### config.mk
export PLATFORM = sky130hd
export DESIGN_NAME = addn_pipe
export DESIGN_NICKNAME = d
export VERILOG_FILES = /design/src/rtl/addn_pipe_pkg.sv /design/src/rtl/addn_pipe_csa32.sv /design/src/rtl/addn_pipe.sv
export SDC_FILE = /design/constraint.sdc
export NUM_CORES = 1
export LEC_CHECK = 0
export BUFFER_PORTS_ARGS = -buffer_cell sky130_fd_sc_hd__buf_2
export CAP_MARGIN = 20
export CORE_ASPECT_RATIO = 1.4
export CORE_MARGIN = 2
export CORE_UTILIZATION = 49
export DETAILED_ROUTE_END_ITERATION = 16
export PLACE_DENSITY_LB_ADDON = 0.05
export SYNTH_ARGS = -nofsm -noshare
export SYNTH_HDL_FRONTEND = slang
export SYNTH_SLANG_ARGS = --single-unit
### constraint.sdc
create_clock -name CLK -period 8 [get_ports CLK]
set_input_delay 1.2 -clock CLK [delete_from_list [all_inputs] [get_ports CLK]]
set_output_delay 1.2 -clock CLK [all_outputs]
set_load 0.02 [all_outputs]
### src/rtl/addn_pipe_pkg.sv
// -----------------------------------------------------------------------------
// addn_pipe_pkg
// Shared sha512 definitions for the multi-operand adder family:
//   - SHA512_WIDTH : natural operand width of the sha512 datapath
//   - ADDN_LAT     : pipeline latency of addn_pipe for a given SPLIT setting
//   - addn_ops_legal() : legal NUM_OPS range check used at elaboration
// -----------------------------------------------------------------------------
`ifndef ADDN_LAT
`define ADDN_LAT(split) (32'd1 + (split))
`endif

package addn_pipe_pkg;

    localparam int unsigned SHA512_WIDTH = 32'd64;
    localparam int unsigned ADDN_MIN_OPS = 32'd2;
    localparam int unsigned ADDN_MAX_OPS = 32'd5;

    // Cycles from accept to out_valid.
    function automatic int unsigned addn_lat(input int unsigned split);
        return `ADDN_LAT(split);
    endfunction

    function automatic bit addn_ops_legal(input int unsigned n);
        return (n >= ADDN_MIN_OPS) && (n <= ADDN_MAX_OPS);
    endfunction

endpackage

### src/rtl/addn_pipe_csa32.sv
// -----------------------------------------------------------------------------
// addn_pipe_csa32
// 3:2 carry-save compressor, purely combinational.
//   a_i, b_i, c_i : three WIDTH-bit addends
//   sum_o         : bitwise sum vector
//   carry_o       : majority vector shifted up one place (top carry dropped,
//                   the adder works modulo 2^WIDTH)
// a_i + b_i + c_i == sum_o + carry_o  (mod 2^WIDTH)
// -----------------------------------------------------------------------------
module addn_pipe_csa32
    import addn_pipe_pkg::*;
#(
    parameter int unsigned WIDTH = SHA512_WIDTH
) (
    input  logic [WIDTH-1:0] a_i,
    input  logic [WIDTH-1:0] b_i,
    input  logic [WIDTH-1:0] c_i,
    output logic [WIDTH-1:0] sum_o,
    output logic [WIDTH-1:0] carry_o
);

    logic [WIDTH-1:0] maj_s;

    assign sum_o   = a_i ^ b_i ^ c_i;
    assign maj_s   = (a_i & b_i) | (a_i & c_i) | (b_i & c_i);
    assign carry_o = maj_s << 1'b1;

endmodule

### src/rtl/addn_pipe.sv
// -----------------------------------------------------------------------------
// addn_pipe
// Multi-operand modular adder for the sha512crypt datapath. Sums NUM_OPS
// operands (plus the current o when acc_en) modulo 2^WIDTH.
//   CLK, rst       : clock, synchronous active-high reset (o <= IV)
//   clr            : synchronous flush, same effect as rst, blocks input
//   in_valid/ready : operand bundle handshake; ops operand i at [i*WIDTH +: WIDTH]
//   acc_en         : add current o as an extra operand (held off until the
//                    pipeline ahead of o is empty)
//   out_valid/ready: result handshake on o
// SPLIT=1: stage 1 = CSA tree + low-half add, stage 2 = high half + carry.
// SPLIT=0: single stage, full add straight into o.
// -----------------------------------------------------------------------------
module addn_pipe
    import addn_pipe_pkg::*;
#(
    parameter int unsigned      WIDTH   = SHA512_WIDTH,
    parameter int unsigned      NUM_OPS = 32'd3,
    parameter logic [WIDTH-1:0] IV      = {WIDTH{1'b0}},
    parameter int unsigned      SPLIT   = 32'd1
) (
    input  logic                     CLK,
    input  logic                     rst,
    input  logic                     clr,
    input  logic                     in_valid,
    output logic                     in_ready,
    input  logic [NUM_OPS*WIDTH-1:0] ops,
    input  logic                     acc_en,
    output logic                     out_valid,
    input  logic                     out_ready,
    output logic [WIDTH-1:0]         o
);

    localparam bit          USE_SPLIT = (addn_lat(SPLIT) == 32'd2);
    localparam int unsigned LO_W      = WIDTH / 32'd2;
    localparam int unsigned HI_W      = WIDTH - LO_W;
    // The accumulator term is always present in the tree, zeroed when unused.
    localparam int unsigned NUM_TERMS = NUM_OPS + 32'd1;
    localparam int unsigned NUM_CSA   = NUM_TERMS - 32'd2;

    if (!addn_ops_legal(NUM_OPS)) begin : g_bad_num_ops
        $error("addn_pipe: NUM_OPS must be within 2..5");
    end
    if (USE_SPLIT && ((WIDTH % 32'd2) != 32'd0)) begin : g_bad_width
        $error("addn_pipe: WIDTH must be even when SPLIT=1");
    end

    // ---------------- state ----------------
    logic [WIDTH-1:0] o_q,         o_d;
    logic             out_valid_q, out_valid_d;
    logic             s1_valid_q,  s1_valid_d;
    logic [LO_W-1:0]  s1_lo_q,     s1_lo_d;
    logic [HI_W-1:0]  s1_sum_hi_q, s1_sum_hi_d;
    logic [HI_W-1:0]  s1_cry_hi_q, s1_cry_hi_d;
    logic             s1_cy_q,     s1_cy_d;

    // ---------------- carry-save reduction ----------------
    logic [WIDTH-1:0] term_s    [NUM_TERMS];
    logic [WIDTH-1:0] csa_sum_s [NUM_CSA+1];
    logic [WIDTH-1:0] csa_cry_s [NUM_CSA+1];
    logic [WIDTH-1:0] sum_vec_s;
    logic [WIDTH-1:0] cry_vec_s;

    for (genvar i = 0; i < NUM_OPS; i++) begin : g_term
        assign term_s[i] = ops[i*WIDTH +: WIDTH];
    end
    assign term_s[NUM_OPS] = acc_en ? o_q : {WIDTH{1'b0}};

    // Chain: each compressor folds the next term into the running sum/carry pair.
    assign csa_sum_s[0] = term_s[0];
    assign csa_cry_s[0] = term_s[1];
    for (genvar k = 0; k < NUM_CSA; k++) begin : g_csa
        addn_pipe_csa32 #(.WIDTH(WIDTH)) u_csa (
            .a_i     (csa_sum_s[k]),
            .b_i     (csa_cry_s[k]),
            .c_i     (term_s[k+2]),
            .sum_o   (csa_sum_s[k+1]),
            .carry_o (csa_cry_s[k+1])
        );
    end
    assign sum_vec_s = csa_sum_s[NUM_CSA];
    assign cry_vec_s = csa_cry_s[NUM_CSA];

    // ---------------- carry-propagate adders ----------------
    logic [LO_W:0]    lo_sum_s;
    logic [HI_W-1:0]  hi_sum_s;
    logic [WIDTH-1:0] full_sum_s;

    // Low-half add (stage 1), high-half add with registered carry (stage 2), full add (SPLIT=0).
    always_comb begin
        lo_sum_s   = {1'b0, sum_vec_s[LO_W-1:0]} + {1'b0, cry_vec_s[LO_W-1:0]};
        hi_sum_s   = s1_sum_hi_q + s1_cry_hi_q + HI_W'(s1_cy_q);
        full_sum_s = sum_vec_s + cry_vec_s;
    end

    // ---------------- handshake ----------------
    logic stall_s;
    logic s1_adv_s;
    logic accept_s;

    assign stall_s  = out_valid_q && !out_ready;
    assign s1_adv_s = s1_valid_q && !stall_s;
    assign accept_s = in_valid && in_ready;

    // Input acceptance: blocked by flush, by a full stage that cannot drain,
    // and for acc_en until o holds the fully retired previous result.
    always_comb begin
        if (USE_SPLIT) begin
            in_ready = !clr && !(s1_valid_q && stall_s) && !(acc_en && s1_valid_q);
        end else begin
            in_ready = !clr && !stall_s;
        end
    end

    // Next-state for stage 1 and the output register.
    always_comb begin
        o_d         = o_q;
        out_valid_d = out_valid_q;
        s1_valid_d  = s1_valid_q;
        s1_lo_d     = s1_lo_q;
        s1_sum_hi_d = s1_sum_hi_q;
        s1_cry_hi_d = s1_cry_hi_q;
        s1_cy_d     = s1_cy_q;
        if (USE_SPLIT) begin
            if (accept_s) begin
                s1_valid_d  = 1'b1;
                s1_lo_d     = lo_sum_s[LO_W-1:0];
                s1_cy_d     = lo_sum_s[LO_W];
                s1_sum_hi_d = sum_vec_s[WIDTH-1:LO_W];
                s1_cry_hi_d = cry_vec_s[WIDTH-1:LO_W];
            end else if (s1_adv_s) begin
                s1_valid_d = 1'b0;
            end else begin
                s1_valid_d = s1_valid_q;
            end

            if (stall_s) begin
                out_valid_d = out_valid_q;
            end else if (s1_valid_q) begin
                o_d         = {hi_sum_s, s1_lo_q};
                out_valid_d = 1'b1;
            end else begin
                out_valid_d = 1'b0;
            end
        end else begin
            if (stall_s) begin
                out_valid_d = out_valid_q;
            end else if (accept_s) begin
                o_d         = full_sum_s;
                out_valid_d = 1'b1;
            end else begin
                out_valid_d = 1'b0;
            end
        end
    end

    // State registers; rst and clr both flush every stage and reload IV.
    always_ff @(posedge CLK) begin
        if (rst || clr) begin
            o_q         <= IV;
            out_valid_q <= 1'b0;
            s1_valid_q  <= 1'b0;
            s1_lo_q     <= {LO_W{1'b0}};
            s1_sum_hi_q <= {HI_W{1'b0}};
            s1_cry_hi_q <= {HI_W{1'b0}};
            s1_cy_q     <= 1'b0;
        end else begin
            o_q         <= o_d;
            out_valid_q <= out_valid_d;
            s1_valid_q  <= s1_valid_d;
            s1_lo_q     <= s1_lo_d;
            s1_sum_hi_q <= s1_sum_hi_d;
            s1_cry_hi_q <= s1_cry_hi_d;
            s1_cy_q     <= s1_cy_d;
        end
    end

    assign o         = o_q;
    assign out_valid = out_valid_q;

endmodule

==> out/metrics.yaml <==
status:
  run_status: "finished, final reports clean"
synth:
  synth_top_area_share: 0.264
  synthTopCellsByCount: "nand2_1 (313), a21oi_1 (187), dfxtp_1 (163)"
  yosys.area.top_type: "dfxtp_1"
  synth_area_leaders: "dfxtp_1 (26%), fa_1 (21%), nand2_1 (9.5%)"
  synthFlopType: "dfxtp_1"
  synth_cells: 1490
  yosysWarnings: 0
  synth-seq-area-share: 0.264
  synth.most_common_cell: "nand2_1"
  synth_nets: 1878
  ys_async_sr_fraction: 0
  synth_seq_cells: 163
  synth_area_um2: 12400
  avgSynthCellArea_um2: 8.30
  synth_edf_count: 0
  synth_cell_types: 72
die:
  die_w_um: 138
  std_cell_rows: 68
  die_y_um: 192
  die_area_um2: 26500
  initial_core_util: 0.499
  ios: 264
  core_area_um2: 24800
cells_and_area:
  postLayoutCoreUtil: 0.583
  area_delta_synth_final_pct: 16.7
  final_area_um2: 14400
  post_route_cells_drive_above_1_share: 0.194
  num-fill-cells: 2367
  n_antenna_cell: 0
  nNetsFinal: 2095
global_routing:
  met2_usage: 0.477
  track_usage: 0.247
  busiest_layer: "met2"
  antenna_found_initial: 0
  use_met1: 0.281
  grt_pass1_wl_mm: 53.6
  grt_pass1_vias: 11169
  grtUsageMet3: 0.0297
  grt_max_degree: 84
  grt-ovfl-total: 0
cts:
  cts_made_buffers: 17
  clk_latency_ps: 440
  post_cts_buffers: 0
  clock-root-buffer: "clkbuf_16"
  clk_path_buf_depth: 2
  cts_resized: 0
  clk_pin_slew_ps: 70
  h-tree-depth: 4
  cts_hold_buf: 0
  cts.sinks: 163
  cts_tree: "built"
hold_path:
  whs_path_depth: 2
  hold_path.startpoint: "s1_lo_q[1]$_SDFFE_PP0P_"
  hold_path_end: "o[1]$_SDFFE_PP0P_"
  hold_path.class: "reg2reg"
power:
  p_per_area_nw_per_um2: 169
  irDropWorstVdd_v: 0.000160
  total_power_w: 0.00244
  p_leak_nw: 6.50
place:
  routabilityCongestion: 0.932
  place_ws_ps: 2940
  place_area_um2: 13800
  port_buffers: 263
  dpl.hpwl_mm: 24.1
route:
  drtIter0Drc: 430
  num_vias: 10832
  firstDrtPassIters: 4
  wire_per_inst_um: 15.6
  via_per_inst: 5.33
  drt_wl_total_mm: 31.8
  drcViolationCount: 0
  antenna_left: 0
critical_path:
  r2r_end: "s1_lo_q[25]$_SDFFE_PP0P_"
  r2r_slack_ps: 4430
  reg2reg_from: "o[1]$_SDFFE_PP0P_"
  path_class: "in2reg"
  reg2regPathDepth: 13
  required_ps: 8320
  critPathLaunchType: "primary input"
  cp-end-kind: "flip-flop"
  crit_fanout: 39
  arrival_ps: 4920
sta:
  fmax_mhz: 217
  hold_violations: 0
  relSlewSlack: 0.392
  worst_slack_ps: 3390
  setup_viol: 0
  finalWorstPathRequiredPeriod_ps: 4610
  fin_setup_tns_ps: 0
  clock_skew_ps: 13.7
  slew_viol_final: 0
  final.period_utilization: 0.576
  worst_pin_slew_ps: 911
  rsz0062_at_grt: "false"
flow_run:
  maxCapViolations: 0
==> flip-flops by register name, indices dropped and copies added, names as in the netlist <==
register     flops
out_valid        1
s1_valid_q       1
s1_cy_q          1
s1_lo_q         32
s1_sum_hi_q     32
s1_cry_hi_q     32
o               64
==> worst max-delay path, cell delays in order <==
cell	delay [ps]
buf_2	580
nand2_1	180
fa_1	570
inv_1	40
ha_1	220
fa_1	460
a21oi_1	190
o21ai_0	140
o21ai_0	320
a31oi_2	230
a31o_2	350
o21ai_0	190
or4_1	130
nand4_1	70
==> worst max-delay path by stage <==
stage | startpoint | end | slack, ps | depth (start not counted)
after floorplan | acc_en | s1_lo_q[25]$_SDFFE_PP0P_ | 3500 | 15
after global placement | acc_en | s1_lo_q[25]$_SDFFE_PP0P_ | 3030 | 14
after detailed placement | acc_en | s1_lo_q[25]$_SDFFE_PP0P_ | 2940 | 14
after CTS | acc_en | s1_lo_q[25]$_SDFFE_PP0P_ | 3380 | 14
after global routing | acc_en | s1_lo_q[25]$_SDFFE_PP0P_ | 2990 | 14
final | acc_en | s1_lo_q[25]$_SDFFE_PP0P_ | 3390 | 14
==> where the power goes <==
group / internal, W / switching (W)
clock network: 0.000470 / 0.000381
registers: 0.000831 / 0.0000107
logic: 0.000305 / 0.000442
==> stage by stage <==
step,hold slack (ps),std cells
6_report,445,2034
5_1_grt,466,2034
4_1_cts,447,2034
3_5_place_dp,445,2003
3_3_place_gp,436,2003
2_1_floorplan,429,1490
==> cells by family (layout without fill, tap and decap cells) <==
group | Yosys count | after routing | share of synthesized area
simple gates | 521 | 521 | 0.186
compound gates | 354 | 354 | 0.178
buf+inv | 214 | 443 | 0.0682
fa+ha+maj | 190 | 190 | 0.270
flops | 163 | 163 | 0.264
xor+xnor | 44 | 44 | 0.0312
mux | 4 | 4 | 0.00334
==> cell usage in the layout, fill, tap and decap left out, drive strengths merged, types with 4 or more instances in the layout <==
cell type / synthesis / routed
xor2: 20 / 20
nor3: 12 / 12
a21oi: 190 / 190
or3: 9 / 9
a31oi: 4 / 4
o21ai: 50 / 50
o211ai: 13 / 13
o21a: 7 / 7
nand4: 15 / 15
nor2b: 7 / 7
inv: 142 / 151
and2: 42 / 42
ha: 62 / 62
nand2: 313 / 313
a21o: 19 / 19
a211oi: 19 / 19
nand3: 38 / 38
clkbuf: 60 / 17
xnor2: 24 / 24
o31ai: 6 / 6
fa: 128 / 128
dfxtp: 163 / 163
buf: 12 / 270
nor2: 58 / 58
and3: 8 / 8
o21bai: 12 / 12
==> layout make-up <==
cell class | count | area, µm² | area share
clock buffer | 17 | 425 | 0.0295
tap | 315 | 394 | 0.0273
clock inverter | 14 | 165 | 0.0114
inverter | 142 | 533 | 0.0369
timing repair buffer | 270 | 1370 | 0.0948
multi-input combinational | 1113 | 8280 | 0.574
sequential | 163 | 3260 | 0.226
==> metal layers <==
metal	vias to the layer above	wire length [µm]
met5	-	0
met4	0	769
met3	52	1100
met2	261	17200
met1	5147	12700
li1	5372	-
Note: power is estimated with default switching activity, not from simulation.
